==> src/rtl/cmd_decoder_if.sv <==
// Handshake between the shared command register and the command decoder.
// The register side presents a byte; the decoder pulses rd once it has consumed it.
interface cmd_decoder_if;
  logic       has_data;
  logic [7:0] rd_data;
  logic       rd;

  modport master (
    output has_data,
    output rd_data,
    input  rd
  );

  modport slave (
    input  has_data,
    input  rd_data,
    output rd
  );
endinterface

==> src/rtl/cmd_decoder.sv <==
// Byte-stream command decoder that drives line-buffer writes and the fg/bg colour registers.
//
//   state    | meaning
//   OPCODE   | waiting for / decoding the first byte of a command
//   ARG_LO   | waiting for / consuming the low argument byte
//   ARG_HI   | waiting for / consuming the high argument byte, then executing
//   FILL     | writing {hi,lo} to all 256 line-buffer words, no byte fetches
module cmd_decoder (
  input  logic                clk,
  input  logic                nrst,
  cmd_decoder_if.slave        bus,
  output logic                lb_wr,
  output logic [7:0]          lb_wr_addr,
  output logic [15:0]         lb_wr_data,
  output logic [11:0]         fg_color,
  output logic [11:0]         bg_color,
  output logic                cmd_err
);

  typedef enum logic [1:0] {
    S_OPCODE = 2'd0,
    S_ARG_LO = 2'd1,
    S_ARG_HI = 2'd2,
    S_FILL   = 2'd3
  } state_t;

  localparam logic [2:0]  OP_SET_ADDR = 3'd1;
  localparam logic [2:0]  OP_WRITE    = 3'd2;
  localparam logic [2:0]  OP_SET_FG   = 3'd3;
  localparam logic [2:0]  OP_SET_BG   = 3'd4;
  localparam logic [2:0]  OP_FILL     = 3'd5;

  localparam logic [11:0] FG_RESET    = 12'hFF0;
  localparam logic [11:0] BG_RESET    = 12'h208;

  state_t      state_q;
  logic        ready_q;
  logic        phase_b_q;
  logic [7:0]  byte_q;
  logic [7:0]  lo_q;
  logic [2:0]  op_q;
  logic        rd_q;
  logic        lb_wr_q;
  logic [7:0]  addr_q;
  logic [15:0] data_q;
  logic [11:0] fg_q;
  logic [11:0] bg_q;
  logic        err_q;
  logic        op_known;

  assign op_known = (byte_q >= 8'd1) && (byte_q <= 8'd5);

  // A byte is latched on one edge (rd goes high) and acted upon on the next,
  // so every byte costs exactly two cycles and rd can never stay high.
  always_ff @(posedge clk or negedge nrst) begin
    if (!nrst) begin
      state_q   <= S_OPCODE;
      ready_q   <= 1'b0;
      phase_b_q <= 1'b0;
      byte_q    <= 8'h00;
      lo_q      <= 8'h00;
      op_q      <= 3'd0;
      rd_q      <= 1'b0;
      lb_wr_q   <= 1'b0;
      addr_q    <= 8'h00;
      data_q    <= 16'h0000;
      fg_q      <= FG_RESET;
      bg_q      <= BG_RESET;
      err_q     <= 1'b0;
    end else begin
      rd_q    <= 1'b0;
      err_q   <= 1'b0;
      ready_q <= 1'b1;
      if (state_q == S_FILL) begin
        if (addr_q == 8'hFF) begin
          lb_wr_q <= 1'b0;
          addr_q  <= 8'h00;
          state_q <= S_OPCODE;
        end else begin
          addr_q  <= addr_q + 8'd1;
        end
      end else begin
        // Post-increment after a single WRITE_WORD strobe.
        if (lb_wr_q) begin
          lb_wr_q <= 1'b0;
          addr_q  <= addr_q + 8'd1;
        end
        if (phase_b_q) begin
          phase_b_q <= 1'b0;
          case (state_q)
            S_OPCODE: begin
              if (op_known) begin
                op_q    <= byte_q[2:0];
                state_q <= S_ARG_LO;
              end else begin
                err_q   <= 1'b1;
              end
            end
            S_ARG_LO: begin
              lo_q <= byte_q;
              if (op_q == OP_SET_ADDR) begin
                addr_q  <= byte_q;
                state_q <= S_OPCODE;
              end else begin
                state_q <= S_ARG_HI;
              end
            end
            S_ARG_HI: begin
              state_q <= S_OPCODE;
              case (op_q)
                OP_WRITE: begin
                  lb_wr_q <= 1'b1;
                  data_q  <= {byte_q, lo_q};
                end
                OP_SET_FG: fg_q <= {lo_q, byte_q[3:0]};
                OP_SET_BG: bg_q <= {lo_q, byte_q[3:0]};
                OP_FILL: begin
                  lb_wr_q <= 1'b1;
                  addr_q  <= 8'h00;
                  data_q  <= {byte_q, lo_q};
                  state_q <= S_FILL;
                end
                default: ;
              endcase
            end
            default: state_q <= S_OPCODE;
          endcase
        end else if (ready_q && bus.has_data) begin
          byte_q    <= bus.rd_data;
          rd_q      <= 1'b1;
          phase_b_q <= 1'b1;
        end
      end
    end
  end

  assign bus.rd     = rd_q;
  assign lb_wr      = lb_wr_q;
  assign lb_wr_addr = addr_q;
  assign lb_wr_data = data_q;
  assign fg_color   = fg_q;
  assign bg_color   = bg_q;
  assign cmd_err    = err_q;

endmodule

==> src/flat_wrapper.sv <==
// flat-port wrapper written by rule: the top's interface ports become plain ports
module cmd_decoder_flat 
  (clk, nrst, lb_wr, lb_wr_addr, lb_wr_data, fg_color, bg_color, cmd_err, bus_has_data, bus_rd_data, bus_rd);
  cmd_decoder_if bus_i ();
  input  logic clk;
  input  logic nrst;
  output logic lb_wr;
  output logic [7:0] lb_wr_addr;
  output logic [15:0] lb_wr_data;
  output logic [11:0] fg_color;
  output logic [11:0] bg_color;
  output logic cmd_err;
  input wire logic [$bits(bus_i.has_data)-1:0] bus_has_data;
  input wire logic [$bits(bus_i.rd_data)-1:0] bus_rd_data;
  output wire logic [$bits(bus_i.rd)-1:0] bus_rd;
  assign bus_i.has_data = bus_has_data;
  assign bus_i.rd_data = bus_rd_data;
  assign bus_rd = bus_i.rd;
  cmd_decoder u_core (.clk(clk), .nrst(nrst), .bus(bus_i), .lb_wr(lb_wr), .lb_wr_addr(lb_wr_addr), .lb_wr_data(lb_wr_data), .fg_color(fg_color), .bg_color(bg_color), .cmd_err(cmd_err));
endmodule
==> config.mk <==
export PLATFORM = sky130hd
export DESIGN_NAME = cmd_decoder_flat
export DESIGN_NICKNAME = d
export VERILOG_FILES = /design/src/rtl/cmd_decoder_if.sv /design/src/rtl/cmd_decoder.sv /design/src/flat_wrapper.sv
export SDC_FILE = /design/constraint.sdc
export NUM_CORES = 1
export LEC_CHECK = 0
export ABC_AREA = 1
export BUFFER_PORTS_ARGS = -buffer_cell sky130_fd_sc_hd__buf_2
export CAP_MARGIN = 30
export CORE_MARGIN = 5
export CORE_UTILIZATION = 59
export DETAILED_ROUTE_END_ITERATION = 6
export GPL_ROUTABILITY_DRIVEN = 0
export PLACE_DENSITY = 0.86
export REMOVE_ABC_BUFFERS = 1
export SLEW_MARGIN = 20
export SYNTH_ARGS = -nofsm -noshare
export SYNTH_HDL_FRONTEND = slang
export SYNTH_SLANG_ARGS = --single-unit
==> constraint.sdc <==
create_clock -name clk -period 2.4 [get_ports clk]
set_clock_uncertainty 0.1 [all_clocks]
set_input_delay 0.24 -clock clk [delete_from_list [all_inputs] [get_ports clk]]
set_output_delay 0.24 -clock clk [all_outputs]
set_load 0.005 [all_outputs]
* Word level (Yosys, flattened, before mapping)
Index checks and enable logic that the tools add are counted.
Word-level totals: register bits 74, bits of input ports 11, output and inout port bits 51, logic and storage cells 67
Cells by class: $add $sub $neg 1, magnitude comparators 2, eq/ne operators 11, multiplexer cells 26, bitwise operators 2, reductions and logical operators 12
Operators with widths (number):
- 2-to-1 mux 8 bit | 6
- case mux 8 bit (2 select lines) | 1
- AND reduction 4 bit | 4
- 2-to-1 mux 1 bit | 12
- 2-to-1 mux 2 bit | 6
- AND reduction 3 bit | 3
- adder 8 x 1 -> 8 bit (second input constant) | 1
- equality test 8 bit (second input constant) | 1
- greater-or-equal comparator 8 x 1 -> 1 bit (second input constant) | 1
- less-or-equal comparator 8 x 3 -> 1 bit (second input constant) | 1
- equality test 3 x 2 -> 1 bit (second input constant) | 2
- equality test 3 bit (second input constant) | 2
- case mux 2 bit (3 select lines) | 1
- equality test 2 bit (second input constant) | 2
- equality test 3 x 1 -> 1 bit (second input constant) | 1
- inequality test 3 x 1 -> 1 bit (second input constant) | 1
- equality test 2 x 1 -> 1 bit (second input constant) | 1
- logical AND 1 bit | 2
- logical NOT 2 bit | 1
- inequality test 2 bit (second input constant) | 1
- inverter 1 bit | 2
- nonzero test 2 bit | 1
- OR reduction 2 bit | 1

* Depth between registers and ports, before layout
depth in word-level cells 6, depth in mapped cells 11, mapped depth without buffers 11

* Worst setup path before layout
OpenSTA, ideal clock, no wires.
path type flip-flop to flip-flop, start register u_core.state_q[0], end register u_core.addr_q[6] (netlist: u_core.lb_wr_addr[6]), setup time 73 ps, data arrival time 1354 ps, required time 2227 ps, setup slack 873 ps, stages on the path, launching flop included 11, path buffers 0, period minus slack after synthesis 1527 ps, path through dfrtp_1 -> inv_1 -> ha_1 -> nand2_2 -> clkinv_2 -> nand2_1 -> nor2_4 -> inv_2 -> o21ai_2 -> inv_1 -> a21oi_2
Between the ends: cells in the longest elaborated chain, start to end 4, elaborated cells on any way between the ends 6, those cells by class eq/ne (3); mux (3)
Ends and longest elaborated chain:
- from (decl) | line cmd_decoder.sv:36 | state_t state_q;
- from (signal assigned) | line cmd_decoder.sv:57 | state_q <= S_OPCODE;
- from (signal assigned) | line cmd_decoder.sv:78 | state_q <= S_OPCODE;
- from (signal assigned) | line cmd_decoder.sv:94 | state_q <= S_ARG_LO;
- equality test 2 bit or equality test 2 x 1 -> 1 bit (tied branches) | line cmd_decoder.sv:90 | case (state_q)
- case mux 8 bit (2 select lines) | line cmd_decoder.sv:90
- 2-to-1 mux 8 bit | line cmd_decoder.sv:88 | if (phase_b_q) begin
- 2-to-1 mux 8 bit * | line cmd_decoder.sv:74 | if (state_q == S_FILL) begin
- to (signal assigned) | line cmd_decoder.sv:80 | addr_q <= addr_q + 8'd1;
- to (signal assigned) | line cmd_decoder.sv:86 | addr_q <= addr_q + 8'd1;
- to (signal assigned) | line cmd_decoder.sv:102 | addr_q <= byte_q;
- to (decl) | line cmd_decoder.sv:44 | logic [7:0] addr_q;
Mark *: on every way between the ends. The rest lies on a longest branch, timed or not. A chain may end at the register's enable or synchronous reset.

* Worst setup path after layout
start register u_core.state_q[0], end register u_core.data_q[5] (netlist: u_core.lb_wr_data[5])
Between the ends: cells in the longest elaborated chain, start to end 3, elaborated cells on any way between the ends 4, those cells by class eq/ne (2); bitwise (1); reduce/logical (1)
Ends and longest elaborated chain:
- equality test 2 bit | line cmd_decoder.sv:74
- inverter 1 bit (no line)
- AND reduction 4 bit (no line) *
- to (signal assigned) | line cmd_decoder.sv:113 | data_q <= {byte_q, lo_q};
- to (signal assigned) | line cmd_decoder.sv:120 | data_q <= {byte_q, lo_q};
- to (decl) | line cmd_decoder.sv:45 | logic [15:0] data_q;
Marks and branches as above.

==> metrics.csv <==
stage;metric;value;unit
global_route;met2 Track Usage GR;0.3560;
power;VDD IR-drop max;526.6;uV
synthesis;area share of the largest cell type after synthesis;0.4709;
synthesis;syn_area_per_cell;9.142;um2
floorplan;Die Width;85.92;um
placed_design;DP HPWL;5115;um
global_route;met1 global-route usage;0.2690;
cells_and_area;Area Growth Syn to Fin;15.82;%
global_route;gr busiest metal;met2;
critical_path;worst path cell trace;inv_1, ha_1, nand2_2, nor2_2, nand2_2, nand2_1, o21ai_1;
global_route;largest net degree at the start of global routing;75;
cells_and_area;Final nets;454;
clock_network;TritonCTS clock tree;built;
critical_path;CP top delay family;simple AND/OR/NAND/NOR gates;
sta;Final period util;0.8236;
sta;post-layout min period;1977;ps
sta;relative slew slack;0.5304;
route;DRC violations left;0;
clock_network;clock root buffer;clkbuf_8;
critical_path;critical path class;reg -> reg;
critical_path;Crit. End Element;register;
synthesis;asr flop ratio synth;1.000;
route;drt initial violations;214;
critical_path;crit path capture;u_core.lb_wr_data[5]$_DFFE_PN0P_;
critical_path;Arr. time, crit path;2080;ps
floorplan;Die H;85.92;um
synthesis;simple-gate share of the synthesized area;0.2130;
synthesis;cell count after synthesis;372;
clock_network;CTS buffer count;9;
synthesis;largest cells by area after synthesis;dfrtp_1 47%, nand2_1 12%, dfstp_2 7.7%;
sta;Final setup viols;0;
global_route;Total GRT Usage;0.2185;
global_route;gr ovfl total;0;
global_route;first-pass GRT wire length;12830;um
global_route;vias in the first global route;2804;
critical_path;r2r setup slk;420;ps
synthesis;mux contribution to synthesized area;0;
cells_and_area;# diodes;0;
synthesis;cell with the most instances after synthesis;nand2_1;
sta;final hold violation count;0;
route;DR pass1 iterations;4;
outcome;status;finished clean;
synthesis;post-synthesis sequential area ratio;0.5482;
synthesis;area leader, netlist;dfrtp_1;
critical_path;CP dominant cell by count;nand2_2;
power;Leak;0.002031;uW
floorplan;row cnt;27;
placed_design;Placed Instances;495;
clock_network;htree depth;3;
placed_design;I/O Buffers;61;
critical_path;max incr delay on CP;430;ps
sta;post-route setup TNS;0;ps
synthesis;main combinational cell family by area after synthesis;simple AND/OR/NAND/NOR gates;
clock_network;Clock Latency Late Sink;350;ps
route;vias;2746;
global_route;M3 GR Usage;0.04611;
cells_and_area;fill count;416;
floorplan;full die area;7382;um2
route;routed len/inst;14.41;um
cells_and_area;post-route cell area;3939;um2
synthesis;Yosys reg bits;74;
clock_network;Post-CTS Resized;0;
critical_path;CP required;2510;ps
min_path;Tightest Hold Check Type;in -> reg;
global_route;initial antenna violation count;0;
critical_path;Worst R2R Start;u_core.state_q[0]$_DFFE_PN0P_;
cells_and_area;Final Util;0.7109;
synthesis;Syn. warnings;0;
synthesis;synthesized cell area;3401;um2
synthesis;post-synthesis compound-gate area fraction;0.1336;
critical_path;startpoint types;register;
sta;FMAX;505.9;MHz
critical_path;Crit-path slowest cell;dfrtp_1;
floorplan;I/O pin total;62;
route;Final ANT Viol Nets;0;
sta;Worst Tran Pin Value;701.9;ps
cells_and_area;Finished Layout Cells;513;
synthesis;Adder-Cell Fraction of Synth Area;0.02575;
critical_path;Worst path depth;7;
placed_design;placed cell areas;3722;um2
flow_run;max-cap violations;0;
sta;max-slew violation count;0;
clock_network;Worst-path clk slew;80;ps
synthesis;Synth Flop Type;dfrtp_1;
critical_path;worst path buffer plus inverter count;1;
synthesis;Netlist cell types;32;
power;Power Density;986.3;nW/um2
clock_network;Clock Path Buffers;2;
floorplan;core area;5540;um2
sta;unrepaired setup endpoints after global routing;no;
route;drt total wl;7392;um
clock_network;number of clock sinks;74;
critical_path;worst r2r path cells;7;
synthesis;Post-synth EDFFs;0;
critical_path;Crit Path Max Fanout;33;
cells_and_area;fraction of layout cells with a size suffix above 1;0.2812;
synthesis;Synth Area in XOR/XNOR;0.005151;
synthesis;commonest cells in the netlist;113 x nand2_1, 64 x dfrtp_1, 36 x inv_1, 36 x o21ai_0, 22 x o21ai_1;
critical_path;crit path launch;u_core.state_q[0]$_DFFE_PN0P_;
floorplan;starting density of the core;0.6138;
critical_path;R2R Path End;u_core.lb_wr_data[5]$_DFFE_PN0P_;
route;vias per std cell;5.353;
## per-layer routing
metal / vias to the layer above / part of all wire / wire, um
li1: 1318 / - / -
met1: 1330 / 0.41 / 3031
met2: 80 / 0.51 / 3787
met3: 18 / 0.054 / 401
met4: 0 / 0.023 / 172
met5: - / 0 / 0
## flip-flops by register name, summed over array words and instances (netlist names)
register / cells
u_core.lb_wr_data: 16
u_core.bg_color: 12
u_core.fg_color: 12
u_core.byte_q: 8
u_core.lb_wr_addr: 8
u_core.lo_q: 8
u_core.op_q: 3
u_core.state_q: 2
u_core.bus.rd: 1
u_core.cmd_err: 1
u_core.lb_wr: 1
u_core.phase_b_q: 1
u_core.ready_q: 1
## tightest hold or removal path, cell delays in order
cell and delay (ps):
buf_2 80, nand2_1 40, o21ai_1 60
## metrics by stage
step           power, uW  setup slack, ps  hold slack [ps]
3_3_place_gp        2873            576.2            196.1
2_1_floorplan       2530            728.1           -155.6
6_report            3885            423.4            8.958
4_1_cts             3900            421.1            2.842
3_5_place_dp        2940            464.0            198.0
5_1_grt             4179            270.3            21.58
## what timing repair did
| action | CTS | global route |
|---|---|---|
| buffers inserted | 0 | 0 |
| endpoints found under the hold margin | 65 | 0 |
| hold buffers | 2 | 0 |
| endpoints found under the setup margin | 0 | 0 |
## cell usage in the layout (no fill, tap or decap), types with 3 or more instances in the layout
cell type  instances
o21ai_1           22
o21ai_0           36
dfstp_2           10
o21ai_2           15
nand3_1           18
dfrtp_1           64
nand2_1          113
ha_1               7
buf_2             61
inv_1             36
nor2_1             5
clkbuf_8          10
inv_2              3
nand2_2            8
nand3_2            3
## power breakdown
part | internal (uW) | switching (uW) | total (uW)
logic | 420 | 735 | 1150
clock network | 509 | 449 | 959
registers | 1530 | 242 | 1770
## area by class of cell
class	count	area, um2	share of cell area
flip-flops and latches	74	1864	0.4733
multi-input cells	246	1287	0.3269
repair buffers	64	345.3	0.08767
inverters	41	155.1	0.03939
clock buffers	12	145.1	0.03685
well taps	72	90.09	0.02287
clock inverters	4	51.30	0.01302
## how the worst min path moves through the flow
stage / slack (ps) / start / to / cells after the start
final: 9 / bus_rd_data[2] / u_core.byte_q[2]$_DFFE_PN0P_ / 3
after global routing: 20 / bus_rd_data[2] / u_core.byte_q[2]$_DFFE_PN0P_ / 3
after CTS: 3 / bus_rd_data[2] / u_core.byte_q[2]$_DFFE_PN0P_ / 3
after detailed placement: 200 / nrst / u_core.fg_color[1]$_DFFE_PN0P_ / 2
after global placement: 200 / nrst / u_core.lo_q[0]$_DFFE_PN0P_ / 2
after floorplan: -160 / nrst / u_core.bg_color[0]$_DFFE_PN0P_ / 0
## logic make-up (layout without fill, tap and decap cells)
group / after synthesis / after routing
other cells: 1 / 1
buf+inv: 52 / 121
xor+xnor: 2 / 2
flops: 74 / 74
fa+ha+maj: 7 / 7
compound gates: 77 / 77
simple gates: 159 / 159
(Power assumes the default switching activity.)
